[config.mk]
export PLATFORM = sky130hd
export DESIGN_NAME = alu_pipe
export DESIGN_NICKNAME = d
export VERILOG_FILES = /design/src/rtl/alu_pkg.sv /design/src/rtl/alu_core.sv /design/src/rtl/alu_pipe.sv
export SDC_FILE = /design/constraint.sdc
export NUM_CORES = 1
export LEC_CHECK = 0
export BUFFER_PORTS_ARGS = -buffer_cell sky130_fd_sc_hd__buf_2
export CAP_MARGIN = 15
export CELL_PAD_IN_SITES_DETAIL_PLACEMENT = 1
export CELL_PAD_IN_SITES_GLOBAL_PLACEMENT = 1
export CORE_ASPECT_RATIO = 0.8
export CORE_UTILIZATION = 45
export CTS_CLUSTER_DIAMETER = 80
export CTS_CLUSTER_SIZE = 28
export DETAILED_ROUTE_END_ITERATION = 10
export PLACE_DENSITY_LB_ADDON = 0.1
export SLEW_MARGIN = 20
export SYNTH_ARGS = -nofsm -noshare
export SYNTH_HDL_FRONTEND = slang
export SYNTH_HIERARCHICAL = 1
export SYNTH_SLANG_ARGS = --single-unit
[constraint.sdc]
create_clock -name clk -period 7.7 [get_ports clk]
set_clock_uncertainty 0.1 [all_clocks]
set_input_delay 1.155 -clock clk [delete_from_list [all_inputs] [get_ports clk]]
set_output_delay 1.155 -clock clk [all_outputs]
set_load 0.02 [all_outputs]
[src/rtl/alu_pkg.sv]
// Shared types for the pipelined ALU: opcode encoding and result flag bundle.
package alu_pkg;

    typedef enum logic [2:0] {
        OP_ADD = 3'd0,
        OP_SUB = 3'd1,
        OP_AND = 3'd2,
        OP_OR  = 3'd3,
        OP_XOR = 3'd4,
        OP_SHL = 3'd5,
        OP_SHR = 3'd6,
        OP_ACC = 3'd7
    } alu_op_e;

    typedef struct packed {
        logic carry;
        logic zero;
        logic neg;
        logic ovf;
    } alu_flags_t;

endpackage

[src/rtl/alu_core.sv]
// Combinational ALU datapath: result, carry/borrow and signed overflow for one op.
// Arithmetic is done one bit wider than the operands so the top bit is the carry.
module alu_core
    import alu_pkg::*;
#(
    parameter int WIDTH = 8
) (
    input  logic [WIDTH-1:0] i_a,
    input  logic [WIDTH-1:0] i_b,
    input  logic [2:0]       i_op,
    input  logic [WIDTH-1:0] i_acc,
    output logic [WIDTH-1:0] o_y,
    output logic             o_carry,
    output logic             o_ovf
);

    localparam int SHW = $clog2(WIDTH);
    localparam logic [WIDTH-1:0] W_LIM = WIDTH'(WIDTH);

    logic [WIDTH:0]   w_sum_ab;
    logic [WIDTH:0]   w_diff_ab;
    logic [WIDTH:0]   w_sum_acc;
    logic [SHW-1:0]   w_shamt;
    logic             w_sh_oor;
    alu_op_e          w_op;

    assign w_sum_ab  = {1'b0, i_a}   + {1'b0, i_b};
    assign w_diff_ab = {1'b0, i_a}   - {1'b0, i_b};
    assign w_sum_acc = {1'b0, i_acc} + {1'b0, i_a};
    assign w_shamt   = i_b[SHW-1:0];
    // Any shift of WIDTH or more clears the result, including large b with high bits set.
    assign w_sh_oor  = (i_b >= W_LIM);
    assign w_op      = alu_op_e'(i_op);

    // Opcode decode: select result and arithmetic flags; non-arithmetic ops leave flags at 0.
    always_comb begin
        o_y     = '0;
        o_carry = 1'b0;
        o_ovf   = 1'b0;
        case (w_op)
            OP_ADD: begin
                o_y     = w_sum_ab[WIDTH-1:0];
                o_carry = w_sum_ab[WIDTH];
                o_ovf   = (i_a[WIDTH-1] == i_b[WIDTH-1]) &&
                          (w_sum_ab[WIDTH-1] != i_a[WIDTH-1]);
            end
            OP_SUB: begin
                // Bit WIDTH of the widened difference is the unsigned borrow (a < b).
                o_y     = w_diff_ab[WIDTH-1:0];
                o_carry = w_diff_ab[WIDTH];
                o_ovf   = (i_a[WIDTH-1] != i_b[WIDTH-1]) &&
                          (w_diff_ab[WIDTH-1] != i_a[WIDTH-1]);
            end
            OP_AND: o_y = i_a & i_b;
            OP_OR:  o_y = i_a | i_b;
            OP_XOR: o_y = i_a ^ i_b;
            OP_SHL: o_y = w_sh_oor ? '0 : (i_a << w_shamt);
            OP_SHR: o_y = w_sh_oor ? '0 : (i_a >> w_shamt);
            OP_ACC: begin
                o_y     = w_sum_acc[WIDTH-1:0];
                o_carry = w_sum_acc[WIDTH];
                o_ovf   = (i_acc[WIDTH-1] == i_a[WIDTH-1]) &&
                          (w_sum_acc[WIDTH-1] != i_acc[WIDTH-1]);
            end
            default: ;
        endcase
    end

endmodule

[src/rtl/alu_pipe.sv]
// Two-stage pipelined ALU with valid/ready on both sides and a running accumulator.
// S1 holds the accepted operands, S2 holds the registered result and flags.
module alu_pipe
    import alu_pkg::*;
#(
    parameter int WIDTH = 8
) (
    input  logic             clk,
    input  logic             rst_n,
    input  logic             in_valid,
    output logic             in_ready,
    input  logic [WIDTH-1:0] a,
    input  logic [WIDTH-1:0] b,
    input  logic [2:0]       op,
    output logic             out_valid,
    input  logic             out_ready,
    output logic [WIDTH-1:0] y,
    output logic             carry,
    output logic             zero,
    output logic             neg,
    output logic             ovf,
    output logic [WIDTH-1:0] acc_q
);

    logic             r_s1_valid;
    logic [WIDTH-1:0] r_s1_a;
    logic [WIDTH-1:0] r_s1_b;
    alu_op_e          r_s1_op;

    logic             r_s2_valid;
    logic [WIDTH-1:0] r_y;
    logic             r_carry;
    logic             r_ovf;
    logic [WIDTH-1:0] r_acc;

    logic             w_s2_adv;
    logic [WIDTH-1:0] w_y;
    logic             w_carry;
    logic             w_ovf;
    alu_flags_t       w_flags;

    // S2 moves whenever it is empty or its result is being taken; S1 follows S2.
    assign w_s2_adv = !r_s2_valid || out_ready;
    assign in_ready = !r_s1_valid || w_s2_adv;

    alu_core #(
        .WIDTH (WIDTH)
    ) u_core (
        .i_a     (r_s1_a),
        .i_b     (r_s1_b),
        .i_op    (r_s1_op),
        .i_acc   (r_acc),
        .o_y     (w_y),
        .o_carry (w_carry),
        .o_ovf   (w_ovf)
    );

    // Stage 1: capture operands when the slot is free or draining this cycle.
    always_ff @(posedge clk or negedge rst_n) begin
        if (!rst_n) begin
            r_s1_valid <= 1'b0;
            r_s1_a     <= '0;
            r_s1_b     <= '0;
            r_s1_op    <= OP_ADD;
        end else if (in_ready) begin
            r_s1_valid <= in_valid;
            if (in_valid) begin
                r_s1_a  <= a;
                r_s1_b  <= b;
                r_s1_op <= alu_op_e'(op);
            end
        end
    end

    // Stage 2: register result/flags; contents hold while the consumer stalls.
    always_ff @(posedge clk or negedge rst_n) begin
        if (!rst_n) begin
            r_s2_valid <= 1'b0;
            r_y        <= '0;
            r_carry    <= 1'b0;
            r_ovf      <= 1'b0;
        end else if (w_s2_adv) begin
            r_s2_valid <= r_s1_valid;
            if (r_s1_valid) begin
                r_y     <= w_y;
                r_carry <= w_carry;
                r_ovf   <= w_ovf;
            end
        end
    end

    // Accumulator: commits once per ACC, exactly when that op enters S2, so a following
    // ACC sitting in S1 next cycle already sees the new value.
    always_ff @(posedge clk or negedge rst_n) begin
        if (!rst_n) begin
            r_acc <= '0;
        end else if (w_s2_adv && r_s1_valid && (r_s1_op == OP_ACC)) begin
            r_acc <= w_y;
        end
    end

    // Flag bundle: zero/neg come straight from the registered result, so reset gives zero=1.
    always_comb begin
        w_flags       = '0;
        w_flags.carry = r_carry;
        w_flags.zero  = (r_y == '0);
        w_flags.neg   = r_y[WIDTH-1];
        w_flags.ovf   = r_ovf;
    end

    assign out_valid = r_s2_valid;
    assign y         = r_y;
    assign carry     = w_flags.carry;
    assign zero      = w_flags.zero;
    assign neg       = w_flags.neg;
    assign ovf       = w_flags.ovf;
    assign acc_q     = r_acc;

endmodule

; ---- Yosys cells after proc, flatten, opt, wreduce, memory -nomap -nowiden
; Index checks and enable logic that the tools add are counted.
[word_totals]
n_memories = 0
ramBits = 0
ff_bits = 39
wordCells = 49
latch_bits = 0
mem_bits_ro = 0
[classes]
n_mux = 5
shift = 2
n_addsub = 3
n_mul = 0
order_cmp = 1
bitwise_logic = 3
eq_ne = 13
n_reduce_logical = 13
div_mod_pow = 0
[op_table]
columns = cell, n
row1 = 8-bit one-hot mux with 8 select lines, 1
row2 = 8-bit by 8-bit adder with 9-bit output, 2
row3 = 8-bit two-way mux, 2
row4 = "3-bit equality test, second input constant", 4
row5 = 8-bit by 8-bit subtractor with 9-bit output, 1
row6 = 8-bit AND, 1
row7 = "8-bit by 4-bit >= comparator with 1-bit output, second input constant", 1
row8 = 8-bit zero test, 1
row9 = 8-bit bitwise OR, 1
row10 = 8-bit by 3-bit << shifter with 8-bit output, 1
row11 = 8-bit by 3-bit >> shifter with 8-bit output, 1
row12 = 8-bit XOR, 1
row13 = "3-bit by 2-bit equality test with 1-bit output, second input constant", 2
row14 = 1-bit one-hot mux with 3 select lines, 2
row15 = 1-bit logical AND, 5
row16 = 1-bit inequality test, 4
row17 = 2-bit AND reduction, 2
row18 = "3-bit by 1-bit equality test with 1-bit output, second input constant", 1
row19 = 3-bit zero test, 1
row20 = 1-bit equality test, 2
row21 = 1-bit zero test, 2
row22 = 1-bit logical OR, 2

; ---- Depth between registers and ports, before layout
; Gate-level depths: netlist of run 1.
[depth]
word_depth = 4
ltp_mapped = 11
depth_no_buf = 11

; ---- Cells and area by module
; Netlist of run 1, hierarchy kept.
[by_module_without_submodules]
columns = module, instances, cells_each, area_per_inst_um2
row1 = alu_core, 1, 298, 2108.3
row2 = alu_pipe, 1, 89, 1557.7

; ---- Least setup slack after synthesis of run 1
; OpenSTA, ideal clock, no wires.
[synth_timing]
kind = register to register
start = reg r_s1_b[1]
end = reg r_acc[7] (netlist: acc_q[7])
setup_slack_ns = 4.981
arrival_ns = 2.494
setup_time_ns = 0.125
required_ns = 7.475
stages_incl_launch_ff = 11
cell_sequence = dfrtp_1 buf_2 inv_1 ha_1 a211oi_1 o21bai_1 or3_1 a21oi_1 xnor2_1 a22oi_2 mux2_2
[synth_between]
elab_chain_cells = 3
word_cells_on_any_way = 8
[synth_lines]
columns = item, line
row1 = "start, declared", alu_pipe.sv:27  ; logic [WIDTH-1:0] r_s1_b;
row2 = "start signal, assigned", alu_pipe.sv:63  ; r_s1_b <= '0;
row3 = "start signal, assigned", alu_pipe.sv:69  ; r_s1_b <= b;
row4 = 8-bit by 4-bit >= comparator with 1-bit output (tied with other cells), alu_core.sv:32  ; assign w_sh_oor = (i_b >= W_LIM);
row5 = 8-bit two-way mux (on tied branches), "alu_core.sv:58, alu_core.sv:57"
row6 = 8-bit one-hot mux with 8 select lines (*), alu_core.sv:40  ; case (w_op)
row7 = via w_y[7], alu_pipe.sv:37  ; logic [WIDTH-1:0] w_y;
row8 = "end signal, assigned", alu_pipe.sv:98  ; r_acc <= w_y;
row9 = "end, declared", alu_pipe.sv:34  ; logic [WIDTH-1:0] r_acc;
; Mark *: on every way through the listed nets, which the timed path passes. The rest lies on a longest branch.
; A chain may end at the register's enable or synchronous reset.

; ---- Worst setup path after layout of run 1
[layout_timing]
start = reg r_s1_b[1]
end = reg r_y[7] (netlist: y[7])
[layout_between]
elab_chain_cells = 3
word_cells_on_any_way = 8
[layout_lines]
columns = item, line
row1 = 8-bit by 4-bit >= comparator with 1-bit output (tied with other cells), alu_core.sv:32
row2 = 8-bit two-way mux (on tied branches), "alu_core.sv:58, alu_core.sv:57"
row3 = 8-bit one-hot mux with 8 select lines (*), alu_core.sv:40
row4 = via w_y[7], alu_pipe.sv:37
row5 = "end signal, assigned", alu_pipe.sv:85  ; r_y <= w_y;
row6 = "end, declared", alu_pipe.sv:31  ; logic [WIDTH-1:0] r_y;
; Marked as above.

==> results.py, run 1 <==
metrics = {
    "logic_synthesis": {
        "ys_ff_latch": 39,
        "synthFlopType": "dfrtp_1",
        "synth_edf_count": 0,
        "synth_cell_type_count": 59,
        "yosys_warnings": 6,
        "async_reset_ff_frac": 1.000,
        "syn_inst": 387,
        "synth_nets": 446,
        "avgSynthCellArea_um2": 9.473,
        "synth_area_um2": 3666,
        "ys_seq_area_frac": 0.2662,
    },
    "layout": {
        "layout.nets": 481,
        "nFillCells": 950,
        "final_layout_size_suffix_gt1_frac": 0.2530,
        "n_antenna_cell": 0,
        "areaGrowthSynthToFinish_pct": 10.75,
    },
    "die": {
        "start_util": 0.4635,
        "die_height_um": 82.73,
        "rows": 29,
        "coreArea_um2": 7910,
        "die_x_um": 102.9,
        "num_io_pins": 45,
        "dieArea_um2": 8514,
    },
    "setup_path": {
        "criticalPathCategory": "register to register",
        "crit_fanout": 19,
        "cp-start-kind": "register",
        "cp.arrival_ns": 3.66,
        "cp.required_ns": 7.79,
        "r2r_slack_ns": 4.13,
        "worst_setup_path_end_kind": "register",
    },
    "detailed_routing": {
        "drt-met1-wl_mm": 5.465,
        "drtAntennaViolNets": 0,
        "drt_iter0_markers": 353,
        "vias": 3282,
        "route.met2.wl_mm": 4.949,
        "viasPerCell": 6.181,
        "routedWlPerCell_um": 21.44,
        "remaining_drc_errors": 0,
        "dr.pass1.iters": 5,
        "drt-total-wl_mm": 11.38,
        "dr_wl_met3_um": 841,
        "topRoutingLayerUsed": "met4",
    },
    "sta": {
        "min_period_ns": 3.567,
        "finalWorstSetupSlack_ns": 4.133,
        "slew_viol_final": 0,
        "fin_tns_setup_ns": 0,
        "rsz0062_at_grt": "no",
        "max_slew_margin": 0.3837,
        "final_hold_viol_count": 0,
        "worstMarginPinSlew_ns": 0.9245,
        "fin_crit_sh": 0.4633,
        "setup_viol": 0,
        "max_freq_ghz": 0.2803,
    },
    "placement": {
        "io_buffer_count": 44,
        "pre_cts_ws_ns": 4.217,
        "hpwl_mm": 8.570,
        "gp_congestion": 0.9999,
    },
    "power": {
        "p_per_area_nw_per_um2": 304.3,
        "finalPower_uw": 1236,
        "pwr-share-seq": 0.294,
        "leakagePower_uw": 0.001852,
        "ir_drop_uv": 126.8,
        "power.switching_uw": 569.6,
        "power.share.switching": 0.4610,
        "intPower_uw": 665.9,
        "p_comb_frac": 0.550,
        "power_frac_clock": 0.156,
    },
    "outcome": {
        "status": "complete, no violations",
    },
    "global_route": {
        "grt_pass1_vias": 3083,
        "antenna_found_initial": 0,
        "overflow": 0,
        "grt_max_degree": 40,
        "grt_pass1_wl_mm": 17.71,
        "grt_usage": 0.2850,
    },
    "clocking": {
        "cts_buffers": 5,
        "clk_latency_ns": 0.30,
        "post-cts-setup-buffers": 0,
        "h-tree-depth": 2,
        "clockBufferDepth": 2,
        "clock_sinks": 39,
        "post_cts_resized": 0,
        "hold_buffers": 0,
        "clk_pin_slew_ns": 0.09,
        "cts_root_buffer": "clkbuf_8",
        "cts_tree": "done",
    },
    "run": {
        "drv_cap": 0,
    },
    "min_path": {
        "hp-class": "register to register",
    },
}
## per-stage QoR
step                      hold slack (ns)  instance area [um^2]  instances    util
final                              0.4240                  4060        531  0.5133
after global routing               0.4516                  4060        531  0.5133
after CTS                          0.4285                  4060        531  0.5133
after detailed placement           0.4073                  3939        523  0.4979
after global placement             0.3879                  3939        523  0.4979
after floorplan                    0.3937                  3666        387       -
## critical path, cell delays in order (launching register included)
cell and delay [ns]:
dfrtp_1 0.86, inv_1 0.37, ha_1 0.44, a211oi_1 0.34
o21bai_1 0.15, or3_1 0.33, a21oi_1 0.28, xnor2_1 0.18
a22oi_2 0.11, mux2_2 0.30
## power by group through the flow
stage	Clock (uW)	Combinational (uW)	Sequential [uW]
6_report	193	680	363
5_1_grt	205	741	377
4_1_cts	198	670	363
3_5_place_dp	0	665	368
3_3_place_gp	0	647	362
2_1_floorplan	0	458	375
## routing by layer
layer / track usage / vias up
met5: 0 / -
li1: - / 1500
met1: 0.4283 / 1628
met4: 0.05493 / 0
met3: 0.04798 / 14
met2: 0.4287 / 140
## final cells by class
class,count,area [um^2],share of cell area
well taps,108,135.1,0.03328
clock inverters,2,38.79,0.009553
inverters,30,112.6,0.02774
repair buffers,45,227.7,0.05609
flip-flops and latches,39,975.9,0.2404
multi-input cells,301,2487,0.6126
clock buffers,6,82.58,0.02034
## final timing paths
path / cells past startpoint / to / startpoint
setup / recovery: 9 / y[7] / r_s1_b[1]
hold / removal: 1 / carry / carry
setup reg to reg: 9 / y[7] / r_s1_b[1]
hold reg to reg: 1 / carry / carry
max in group asynchronous: 1 / r_s1_b[2] / rst_n
min in group asynchronous: 1 / ovf / rst_n
## cells in the final DEF, fill, tap and decap left out, drive strengths merged, types with 4 or more instances in the layout
master   n
nand3    9
nor4     4
o211ai   7
mux2    39
nand2   17
a211oi   6
dfrtp   39
o21bai   4
ha      33
mux2i    7
a21oi   31
a21o     8
nand2b   5
a22oi    7
buf     45
o22ai    8
clkbuf   6
and3     5
nand3b   4
nor3     8
xnor2   11
inv     28
or4      5
or3      4
mux4     7
nor2    26
o21ai   17
## synth_stat cells (2+ instances only)
cell type,instances,area [um^2]
dfrtp_1,39,975.9
ha_1,33,412.9
a21oi_1,31,155.2
mux2_2,29,326.6
inv_1,27,101.4
nor2_1,26,97.59
o21ai_0,17,85.08
nand2_1,15,56.30
xnor2_1,11,96.34
mux2_4,10,150.1
a21o_1,8,60.06
clkbuf_1,8,30.03
nand3_1,8,40.04
nor3_1,8,40.04
o22ai_1,8,50.05
mux2i_1,7,70.07
mux4_2,7,157.7
o211ai_1,7,52.55
a22oi_1,6,45.04
a211oi_1,5,37.54
buf_2,5,25.02
nand2b_1,5,31.28
and3_1,4,25.02
nor4_1,4,25.02
o21bai_1,4,30.03
or3_1,4,25.02
or4_1,4,30.03
a221oi_1,3,26.28
clkinv_1,3,11.26
fa_1,3,60.06
nand3b_1,3,22.52
nor2b_1,3,18.77
a311oi_1,2,17.52
buf_1,2,7.510
nand4_1,2,12.51
o221ai_1,2,17.52
xor2_1,2,17.52
## cells by family after synthesis
family | share of synthesized area
compound gates | 0.1819
xor+xnor | 0.03106
fa+ha+maj | 0.1290
buf+inv | 0.05529
flops | 0.2662
mux | 0.1921
simple gates | 0.1444
## registers in the layout, indices dropped and copies added, names as in the netlist
signal	count
r_s1_b	8
r_s1_op	3
out_valid	1
ovf	1
carry	1
r_s1_valid	1
r_s1_a	8
acc_q	8
y	8
No activity file was read; power rests on OpenSTA's default activity.
==> run 2, diff against run 1 <==
==> constraint.sdc (replaced) <==
create_clock -name clk -period 3.4 [get_ports clk]
set_clock_uncertainty 0.1 [all_clocks]
set_input_delay 0.51 -clock clk [delete_from_list [all_inputs] [get_ports clk]]
set_output_delay 0.51 -clock clk [all_outputs]
set_load 0.02 [all_outputs]
==> run 2 against run 1 <==
Net effect:
- die area did not move
- cell count rose by 2.4%
- largest power group unchanged
- critical endpoint is now acc_q[6]
- fmax rose by 17%
- flip-flop and latch count did not move
- clock-buffer cell count fell by 1
==> results.py, run 2 (synthesis gave the netlist of run 1 again) <==
metrics = {
    "outcome": {
        "status": "complete, no violations",
    },
    "detailed_routing": {
        "routedWlPerCell_um": 21.05,
        "drt-total-wl_mm": 11.45,
        "vias": 3311,
        "viasPerCell": 6.086,
        "dr.pass1.iters": 5,
        "drt_iter0_markers": 186,
        "drtAntennaViolNets": 0,
        "remaining_drc_errors": 0,
    },
    "clocking": {
        "cts_tree": "done",
        "hold_buffers": 0,
        "clockBufferDepth": 2,
        "post-cts-setup-buffers": 0,
        "h-tree-depth": 2,
        "clk_pin_slew_ns": 0.08,
        "cts_buffers": 5,
        "post_cts_resized": 0,
        "clock_sinks": 39,
        "clk_latency_ns": 0.29,
        "cts_root_buffer": "clkbuf_8",
    },
    "global_route": {
        "grt_max_degree": 40,
        "grt_pass1_wl_mm": 17.66,
        "overflow": 0,
        "antenna_found_initial": 0,
        "grt_usage": 0.2828,
        "grt_pass1_vias": 3243,
    },
    "setup_path": {
        "cp-start-kind": "register",
        "cp.arrival_ns": 3.12,
        "r2r_slack_ns": 0.35,
        "cpPeakStageDelay_ns": 0.56,
        "cp.required_ns": 3.48,
        "crit_fanout": 11,
        "criticalPathCategory": "register to register",
        "crit_path_top_delay_cell": "dfrtp_1",
        "crit_buf_inv": 2,
        "crit_chain": "inv_1, ha_1, inv_1, a21oi_1, o31ai_1, mux2_2, a311oi_1, a22oi_1, mux2_2",
        "worst_setup_path_end_kind": "register",
        "crit_family": "compound AO/OA/AOI/OAI gates",
    },
    "layout": {
        "fin_util": 0.5217,
        "n_antenna_cell": 0,
        "nFillCells": 974,
        "areaGrowthSynthToFinish_pct": 12.56,
        "layout.nets": 495,
        "final_common_cell": "buf_2",
        "most-common-layout-cells": "44 x buf_2, 39 x dfrtp_1, 33 x ha_1, 31 x a21oi_1, 29 x mux2_2",
        "stdcell_count": 544,
        "final_layout_size_suffix_gt1_frac": 0.2752,
    },
    "power": {
        "p_per_area_nw_per_um2": 659.4,
        "finalPower_uw": 2721,
        "ir_drop_uv": 293.4,
        "leakagePower_uw": 0.001902,
    },
    "placement": {
        "hpwl_mm": 9.004,
        "dp_cells": 537,
        "gp_congestion": 0.9718,
        "io_buffer_count": 44,
    },
    "sta": {
        "final_hold_viol_count": 0,
        "setup_viol": 0,
        "worstMarginPinSlew_ns": 0.8862,
        "slew_viol_final": 0,
        "max_slew_margin": 0.4092,
        "min_period_ns": 3.047,
        "fin_tns_setup_ns": 0,
        "fin_crit_sh": 0.8961,
        "rsz0062_at_grt": "no",
        "max_freq_ghz": 0.3282,
    },
    "die": {
        "start_util": 0.4635,
        "rows": 29,
        "dieArea_um2": 8514,
        "coreArea_um2": 7910,
        "die_x_um": 102.9,
        "num_io_pins": 45,
        "die_height_um": 82.73,
    },
    "run": {
        "drv_cap": 0,
    },
    "min_path": {
        "hp-class": "input port to asynchronous set/reset pin",
    },
}
-- run 2: layout make-up --
class,instances,area [um^2],area share
well taps,108,135.1,0.03275
multi-input cells,301,2487,0.6028
repair buffers,59,332.8,0.08065
clock buffers,5,68.82,0.01668
clock inverters,2,13.76,0.003335
inverters,30,112.6,0.02729
flip-flops and latches,39,975.9,0.2365
-- run 2: final timing paths --
kind | startpoint | end | cells past startpoint
hold reg to reg | carry | carry | 1
hold / removal | rst_n | acc_q[7] | 1
min in group clk | a[3] | r_s1_a[3] | 2
setup reg to reg | r_s1_a[2] | acc_q[6] | 9
max in group asynchronous | rst_n | r_s1_op[2] | 1
setup / recovery | r_s1_a[2] | acc_q[6] | 9
-- run 2: metrics by stage --
step | instance area, um^2 | hold WS [ns] | setup slack, ns
detailed placement | 4044 | 0.3997 | 0.4227
global placement | 4044 | 0.3880 | 0.4983
finish | 4126 | 0.2344 | 0.3532
floorplan | 3666 | 0.1144 | 0.6811
global route | 4126 | 0.3046 | 0.2594
CTS | 4126 | 0.2537 | 0.3803
-- run 2: report_power, final --
part | switching (uW) | internal [uW] | total [uW]
combinational | 949 | 697 | 1650
sequential | 165 | 599 | 764
clock | 171 | 140 | 311
total | 1280 | 1440 | 2720
-- run 2: routing by layer --
metal  track usage  share of wire  vias to the layer above
met5             0              0                        -
met1        0.3901           0.47                     1648
li1              -              -                     1519
met4       0.07324          0.024                        0
met2        0.4553           0.45                      119
met3       0.05387          0.060                       25
